`config.mk`:
```
export PLATFORM = sky130hd
export DESIGN_NAME = cpu_axi_bridge
export DESIGN_NICKNAME = d
export VERILOG_FILES = /design/src/rtl/cpu_axi_bridge.sv
export SDC_FILE = /design/constraint.sdc
export NUM_CORES = 1
export LEC_CHECK = 0
export ABC_AREA = 0
export BUFFER_PORTS_ARGS = -buffer_cell sky130_fd_sc_hd__buf_2
export CAP_MARGIN = 20
export CORE_MARGIN = 5
export CORE_UTILIZATION = 40
export CTS_CLUSTER_DIAMETER = 100
export DETAILED_ROUTE_END_ITERATION = 6
export HOLD_SLACK_MARGIN = 0.05
export PLACE_DENSITY = 0.78
export SLEW_MARGIN = 20
export SYNTH_ARGS = -nofsm -noshare
export SYNTH_HDL_FRONTEND = slang
export SYNTH_SLANG_ARGS = --single-unit
```
`constraint.sdc`:
```
create_clock -name clk -period 2.25 [get_ports clk]
set_clock_uncertainty 0.15 [all_clocks]
set_input_delay 0.45 -clock clk [delete_from_list [all_inputs] [get_ports clk]]
set_output_delay 0.45 -clock clk [all_outputs]
set_load 0.01 [all_outputs]
```
`src/rtl/cpu_axi_bridge.sv`:
```
`default_nettype none
// cpu_axi_bridge: single-outstanding bridge from the core's SRAM-style inst/data ports to AXI.
// Define BRIDGE_AW_W_PARALLEL_EN to issue AW and W together instead of back to back.
module cpu_axi_bridge (
   input  logic        clk,
   input  logic        rst_n,
   input  logic        inst_sram_en,
   input  logic [31:0] inst_sram_addr,
   output logic [31:0] inst_sram_rdata,
   input  logic        data_sram_en,
   input  logic [3:0]  data_sram_wen,
   input  logic [31:0] data_sram_addr,
   input  logic [31:0] data_sram_wdata,
   output logic [31:0] data_sram_rdata,
   output logic        stallreq,
   output logic [3:0]  arid,
   output logic [31:0] araddr,
   output logic        arvalid,
   input  logic        arready,
   input  logic [3:0]  rid,
   input  logic [31:0] rdata,
   input  logic        rvalid,
   output logic        rready,
   output logic [3:0]  awid,
   output logic [31:0] awaddr,
   output logic        awvalid,
   input  logic        awready,
   output logic [31:0] wdata,
   output logic [3:0]  wstrb,
   output logic        wlast,
   output logic        wvalid,
   input  logic        wready,
   input  logic        bvalid,
   output logic        bready
);
   typedef enum logic [2:0] {
      IDLE    = 3'd0,
      RD_ADDR = 3'd1,
      RD_DATA = 3'd2,
      WR_ADDR = 3'd3,
      WR_DATA = 3'd4,
      WR_RESP = 3'd5
   } state_t;

   state_t      state;
   logic        inst_done;
   logic        data_done;
   logic [31:0] req_addr;
   logic        inst_pend;
   logic        data_pend;

   assign inst_pend = inst_sram_en & ~inst_done;
   assign data_pend = data_sram_en & ~data_done;
   assign stallreq  = inst_pend | data_pend;

   // One address register serves both channels; only one transaction is ever in flight.
   assign araddr = req_addr;
   assign awaddr = req_addr;
   assign awid   = 4'd1;
   assign wlast  = 1'b1;

`ifdef BRIDGE_AW_W_PARALLEL_EN
   logic aw_ok;
   logic w_ok;
   logic aw_fin;
   logic w_fin;
   assign aw_fin = aw_ok | (awvalid & awready);
   assign w_fin  = w_ok  | (wvalid & wready);
`endif

   always_ff @(posedge clk or negedge rst_n) begin
      if (!rst_n) begin
         state           <= IDLE;
         inst_done       <= 1'b0;
         data_done       <= 1'b0;
         req_addr        <= 32'd0;
         arid            <= 4'd0;
         arvalid         <= 1'b0;
         rready          <= 1'b0;
         awvalid         <= 1'b0;
         wvalid          <= 1'b0;
         wdata           <= 32'd0;
         wstrb           <= 4'd0;
         bready          <= 1'b0;
         inst_sram_rdata <= 32'd0;
         data_sram_rdata <= 32'd0;
`ifdef BRIDGE_AW_W_PARALLEL_EN
         aw_ok           <= 1'b0;
         w_ok            <= 1'b0;
`endif
      end else begin
         // The core moves on in any cycle it is not stalled, so its requests are new next cycle.
         if (!stallreq) begin
            inst_done <= 1'b0;
            data_done <= 1'b0;
         end
         case (state)
            IDLE: begin
               if (data_pend) begin
                  req_addr <= data_sram_addr;
                  arid     <= 4'd1;
                  wdata    <= data_sram_wdata;
                  wstrb    <= data_sram_wen;
                  if (data_sram_wen == 4'd0) begin
                     arvalid <= 1'b1;
                     state   <= RD_ADDR;
                  end else begin
                     awvalid <= 1'b1;
`ifdef BRIDGE_AW_W_PARALLEL_EN
                     wvalid  <= 1'b1;
`endif
                     state   <= WR_ADDR;
                  end
               end else if (inst_pend) begin
                  req_addr <= inst_sram_addr;
                  arid     <= 4'd0;
                  arvalid  <= 1'b1;
                  state    <= RD_ADDR;
               end
            end
            RD_ADDR: begin
               if (arready) begin
                  arvalid <= 1'b0;
                  rready  <= 1'b1;
                  state   <= RD_DATA;
               end
            end
            RD_DATA: begin
               if (rvalid) begin
                  rready <= 1'b0;
                  if (rid == 4'd1) begin
                     data_sram_rdata <= rdata;
                     data_done       <= 1'b1;
                  end else begin
                     inst_sram_rdata <= rdata;
                     inst_done       <= 1'b1;
                  end
                  state <= IDLE;
               end
            end
`ifdef BRIDGE_AW_W_PARALLEL_EN
            WR_ADDR: begin
               if (awvalid && awready) begin
                  awvalid <= 1'b0;
                  aw_ok   <= 1'b1;
               end
               if (wvalid && wready) begin
                  wvalid <= 1'b0;
                  w_ok   <= 1'b1;
               end
               if (aw_fin && w_fin) begin
                  aw_ok  <= 1'b0;
                  w_ok   <= 1'b0;
                  bready <= 1'b1;
                  state  <= WR_RESP;
               end
            end
            WR_DATA: state <= IDLE;
`else
            WR_ADDR: begin
               if (awready) begin
                  awvalid <= 1'b0;
                  wvalid  <= 1'b1;
                  state   <= WR_DATA;
               end
            end
            WR_DATA: begin
               if (wready) begin
                  wvalid <= 1'b0;
                  bready <= 1'b1;
                  state  <= WR_RESP;
               end
            end
`endif
            WR_RESP: begin
               if (bvalid) begin
                  bready    <= 1'b0;
                  data_done <= 1'b1;
                  state     <= IDLE;
               end
            end
            default: state <= IDLE;
         endcase
      end
   end
endmodule
`default_nettype wire

```
Word-level counts from Yosys, hierarchy flattened
Cells that the tools add are included.

storage, ports and cells
  bits in latches = 0
  word-level logic and storage cells = 93
  memory bits (read-only) = 0
  output and inout bits = 179
  memories = 0
  register bits after elaboration = 146
  input bits = 145
  memory bits (writable) = 0

cells by class
  muxes and demuxes = 40
  shift operators = 0
  order comparisons = 0
  reduce and logical (&&, ||, !) cells = 18
  divide/modulo/power cells = 0
  multiply operators = 0
  add/sub/neg operators = 0
  equal/unequal tests = 15
  bitwise operators = 6

operators with widths
  cell                                            number
  2-to-1 mux 32 bit                               2
  2-to-1 mux 1 bit                                21
  2-to-1 mux 3 bit                                7
  case mux 3 bit (6 select lines)                 1
  AND reduction 3 bit                             5
  inequality test 2 bit (second input constant)   7
  case mux 1 bit (2 select lines)                 6
  nonzero test 2 bit                              6
  2-to-1 mux 4 bit                                2
  AND reduction 4 bit                             2
  == test 3 x 2 -> 1 bit (second input constant)  2
  == test 3 bit (second input constant)           2
  inequality test 3 bit (second input constant)   2
  AND reduction 6 bit                             1
  == test 4 x 1 -> 1 bit (second input constant)  1
  zero test 4 bit                                 1
  AND reduction 2 bit                             2
  == test 3 x 1 -> 1 bit (second input constant)  1
  zero test 3 bit                                 1
  NOT 1 bit                                       3
  AND 1 bit                                       2
  2-to-1 mux 2 bit                                1
  OR 1 bit                                        1

Logic depth before layout (Yosys ltp)
  depth in word-level cells = 7
  mapped depth = 6
  gate-level depth less buffers = 3

Worst setup path after synthesis
Ideal clock, no wire load.

  kind = in2reg
  from = input rid[1]
  to = register data_sram_rdata[10]
  setup slack = 0.275 ns
  stages on the path = 5
  data required time = 1.975 ns
  path buffers = 2
  data arrival time = 1.700 ns
  setup time = 0.125 ns
  cells stage by stage = nor4b_1 or3b_1 buf_2 buf_6 mux2_4

between the ends
  word-level cells in the longest chain between the ends = 2

ends and longest elaborated chain
  element                               line  RTL
  from (decl)                           20    input logic [3:0] rid,
  == test 4 x 1 -> 1 bit                131   if (rid == 4'd1) begin
  AND reduction 3 bit (no source line)  n/a
  to (signal assigned)                  132   data_sram_rdata <= rdata;
  to (decl)                             14    output logic [31:0] data_sram_rdata,

No other way between the ends.
A chain may end at the register's enable or synchronous reset.

Final worst setup path
  from = register state[1]
  to = register wdata[1]

between the ends
  word-level cells in the longest chain between the ends = 2

ends and longest elaborated chain
  element                               line  RTL
  from (decl)                           45    state_t state;
  from (signal assigned)                73    state <= IDLE;
  from (signal assigned)                106   state <= RD_ADDR;
  from (signal assigned)                112   state <= WR_ADDR;
  zero test 3 bit                       97    case (state)
  AND reduction 2 bit (no source line)  n/a
  to (signal assigned)                  102   wdata <= data_sram_wdata;
  to (decl)                             28    output logic [31:0] wdata,

No other way between the ends.

==> impl_metrics.tcl <==
set metrics [dict create \
    die_height_um 137 \
    leakagePower_nw 4.52 \
    initial_utilization_pct 40.7 \
    place_inst 907 \
    arrival_ns 2.18 \
    cts.htree.levels 4 \
    cts_buffer_depth 2 \
    total_switching_power_mw 4.19 \
    finalInstanceArea_um2 8590 \
    share_seq_of_total_power_pct 36.4 \
    first_pass_grt_wire_length_um 23800 \
    clock_latency_late_sink_ns 0.41 \
    netlist_instances 422 \
    hold_buffers 1 \
    post-route-util_pct 54.1 \
    layout-drive-gt1-share_pct 72.8 \
    routed_wirelength_normalized_by_instance_count_um 16.5 \
    placed_area_um2 8020 \
    drc 0 \
    placementRows 46 \
    layout_overhead_on_the_synthesized_area_pct 32.7 \
    cpLargestDelayFamily "simple AND/OR/NAND/NOR gates" \
    synthArstFlopShare_pct 100 \
    drv.max_cap_violation_count 0 \
    tritoncts "yes" \
    highest_cell_delay_on_the_worst_timing_path_ns 0.47 \
    hold_viol_final 0 \
    avgViaCountPerCell 4.57 \
    crit_path_cell_trace "or3_4 -> or2_2 -> buf_12 -> mux2_4" \
    post_dp_hpwl_um 11900 \
    synth-edff-count 0 \
    period_minus_slack_ns 2.05 \
    setup_violations 0 \
    chipWidth_um 137 \
    post_cts.resized_instances 0 \
    yosys_warnings 0 \
    ranking_of_synthesized_cells_by_area "dfrtp_1, mux2_2, mux2_4" \
    synth_area_um2 6470 \
    worstMarginPinSlew_ns 0.760 \
    ir_drop_uv 744 \
    clock_tree.root_cell "clkbuf_16" \
    num_vias 4289 \
    design.final.nets 856 \
    worst_path_max_delay_cell "dfrtp_1" \
    antennaDiodeCount 0 \
    filler_cells 1351 \
    gpl.final_weighted_congestion 0.730 \
    die-area_um2 18800 \
    slew_violations 0 \
    timing.final.crit_share_pct 91.0 \
    power.share.clock_pct 21.0 \
    grt_setup_unrepaired "false" \
    core-area_um2 15900 \
    grt_max_degree 52 \
    hold_ws_ns 0.126 \
    internal_power_mw 8.29 \
    grt.total_usage_pct 16.4 \
    antenna_found_initial 1 \
    ant_nets 0 \
    ys_ff_latch 143 \
    crit_path_max_fanout 37 \
    synth_top_cell_by_area "dfrtp_1" \
    holdCritPathClass "in2reg" \
    ioPinCount 324 \
    post-synth-top-area-fraction_pct 55.3 \
    critPathBufInv 1 \
    numClockSinks 143 \
    cts_buffers 17 \
    worst-endpoint-required_ns 2.39 \
    vias_in_the_first_global_route 4564 \
    worst_setup_path_start_kind "register" \
    worst-setup-path-type "reg2reg" \
    postCtsSetupBuffers 0 \
    synth.yosys.seq_area_share_pct 55.3 \
    synth.distinct_cells 35 \
    maxSlewHeadroom_pct 48.7 \
    syn-mean-instance-area_um2 15.3 \
    setup_total_negative_slack_ns 0 \
    switching_share_pct 33.6 \
    total_wire_length_um 15500 \
    power_frac_comb_pct 42.6 \
    number_of_standard_cells_in_the_final_layout_excluding_fillers 939 \
    outcome "finished, final reports clean" \
    cellPowerDensity_nw_per_um2 1450 \
    crit_path_end_kind "register" \
    max_clock_freq_mhz 488 \
    iteration_count_of_the_initial_detailed_routing_pass 4 \
    synthFlopType "dfrtp_1" \
    clkSlewWorstSetupHoldPaths_ns 0.06 \
    io_buffers 315 \
    drt_iter0_markers 144 \
    grt_overflow_total 0 \
]
==> logic make-up (layout without fill, tap and decap cells) <==
| family | count (synthesis) | in the layout | synth area share [%] |
|---|---|---|---|
| buf+inv | 65 | 360 | 7.83 |
| mux | 166 | 166 | 32.2 |
| flops | 143 | 143 | 55.3 |
| compound gates | 19 | 19 | 2.01 |
| other cells | 2 | 8 | 0.116 |
| simple gates | 27 | 27 | 2.51 |
==> worst paths after layout <==
| path | start | end | slack, ns | depth (start not counted) |
|---|---|---|---|---|
| max | state[1] | wdata[1] | 0.20 | 4 |
| min | data_sram_wdata[0] | wdata[0] | 0.13 | 2 |
| max reg2reg | state[1] | wdata[1] | 0.20 | 4 |
| min reg2reg | wdata[26] | wdata[26] | 0.35 | 1 |
| max in group asynchronous | rst_n | data_sram_rdata[31] | 0.91 | 3 |
| min in group asynchronous | rst_n | wdata[8] | 0.40 | 2 |
==> cell type report <==
class,count,area [um2],area share [%]
clock buffers,19,443,5.16
clock inverters,12,111,1.30
inverters,3,11.3,0.131
multi-input cells,220,2420,28.2
flip-flops and latches,143,3580,41.7
well taps,216,270,3.15
repair buffers,326,1760,20.4
==> state kept, by name (all words and copies together), names as in the netlist <==
register / flops
wvalid: 1
inst_done: 1
arid: 1
bready: 1
araddr: 32
wdata: 32
state: 3
inst_sram_rdata: 32
awvalid: 1
rready: 1
data_done: 1
data_sram_rdata: 32
arvalid: 1
wstrb: 4
==> Yosys cell counts (2+ instances only) <==
library cell and number:
buf_12 3, buf_4 43, nor2b_1 3, nand3b_1 3, a21oi_1 6, inv_1 3
o311ai_0 2, nand2_1 7, o21ai_0 3, mux2_2 106, mux2_4 58, clkbuf_1 4
dfrtp_1 143, nand2b_1 3, mux2i_1 2, conb_1 2, buf_2 5, nor2_1 4
buf_6 6
==> power groups by stage <==
stage / registers [mW] / clock network (mW) / logic [mW]
floorplan: 5.09 / 0 / 3.12
global placement: 4.53 / 0 / 5.31
detailed placement: 4.57 / 0 / 5.42
CTS: 4.55 / 2.70 / 5.43
global route: 4.71 / 2.83 / 5.77
finish: 4.54 / 2.62 / 5.32
==> routing by layer <==
layer / track usage (%) / share of wire [%] / up-vias
li1: - / - / 2016
met1: 19.2 / 39 / 2076
met2: 27.9 / 50 / 187
met3: 6.79 / 11 / 8
met4: 4.16 / 0.70 / 2
met5: 0 / 0.045 / -
==> worst reg2reg max path: stages, from the launching register on <==
cell,delay (ns)
dfrtp_1,0.47
or3_4,0.44
or2_2,0.31
buf_12,0.20
mux2_4,0.35
==> per-stage QoR <==
step	worst slack [ns]	power [mW]
floorplan	0.275	8.21
global placement	-0.00176	9.84
detailed placement	-0.0884	9.99
CTS	0.151	12.7
global route	0.111	13.3
finish	0.203	12.5
==> cells in the final DEF, fill, tap and decap left out, types with 2 or more instances in the layout <==
master / n
buf_2: 314
dfrtp_1: 143
mux2_2: 106
mux2_4: 58
clkbuf_16: 17
conb_1: 8
nand2_1: 7
buf_12: 7
a21oi_1: 6
nor2_1: 4
nand3b_1: 3
nor2b_1: 3
o21ai_0: 3
inv_1: 3
clkinvlp_4: 3
clkinv_4: 3
clkinv_2: 3
buf_4: 3
nand2b_1: 2
mux2i_1: 2
o311ai_0: 2
inv_6: 2
Power figures use the tool's default switching activity.
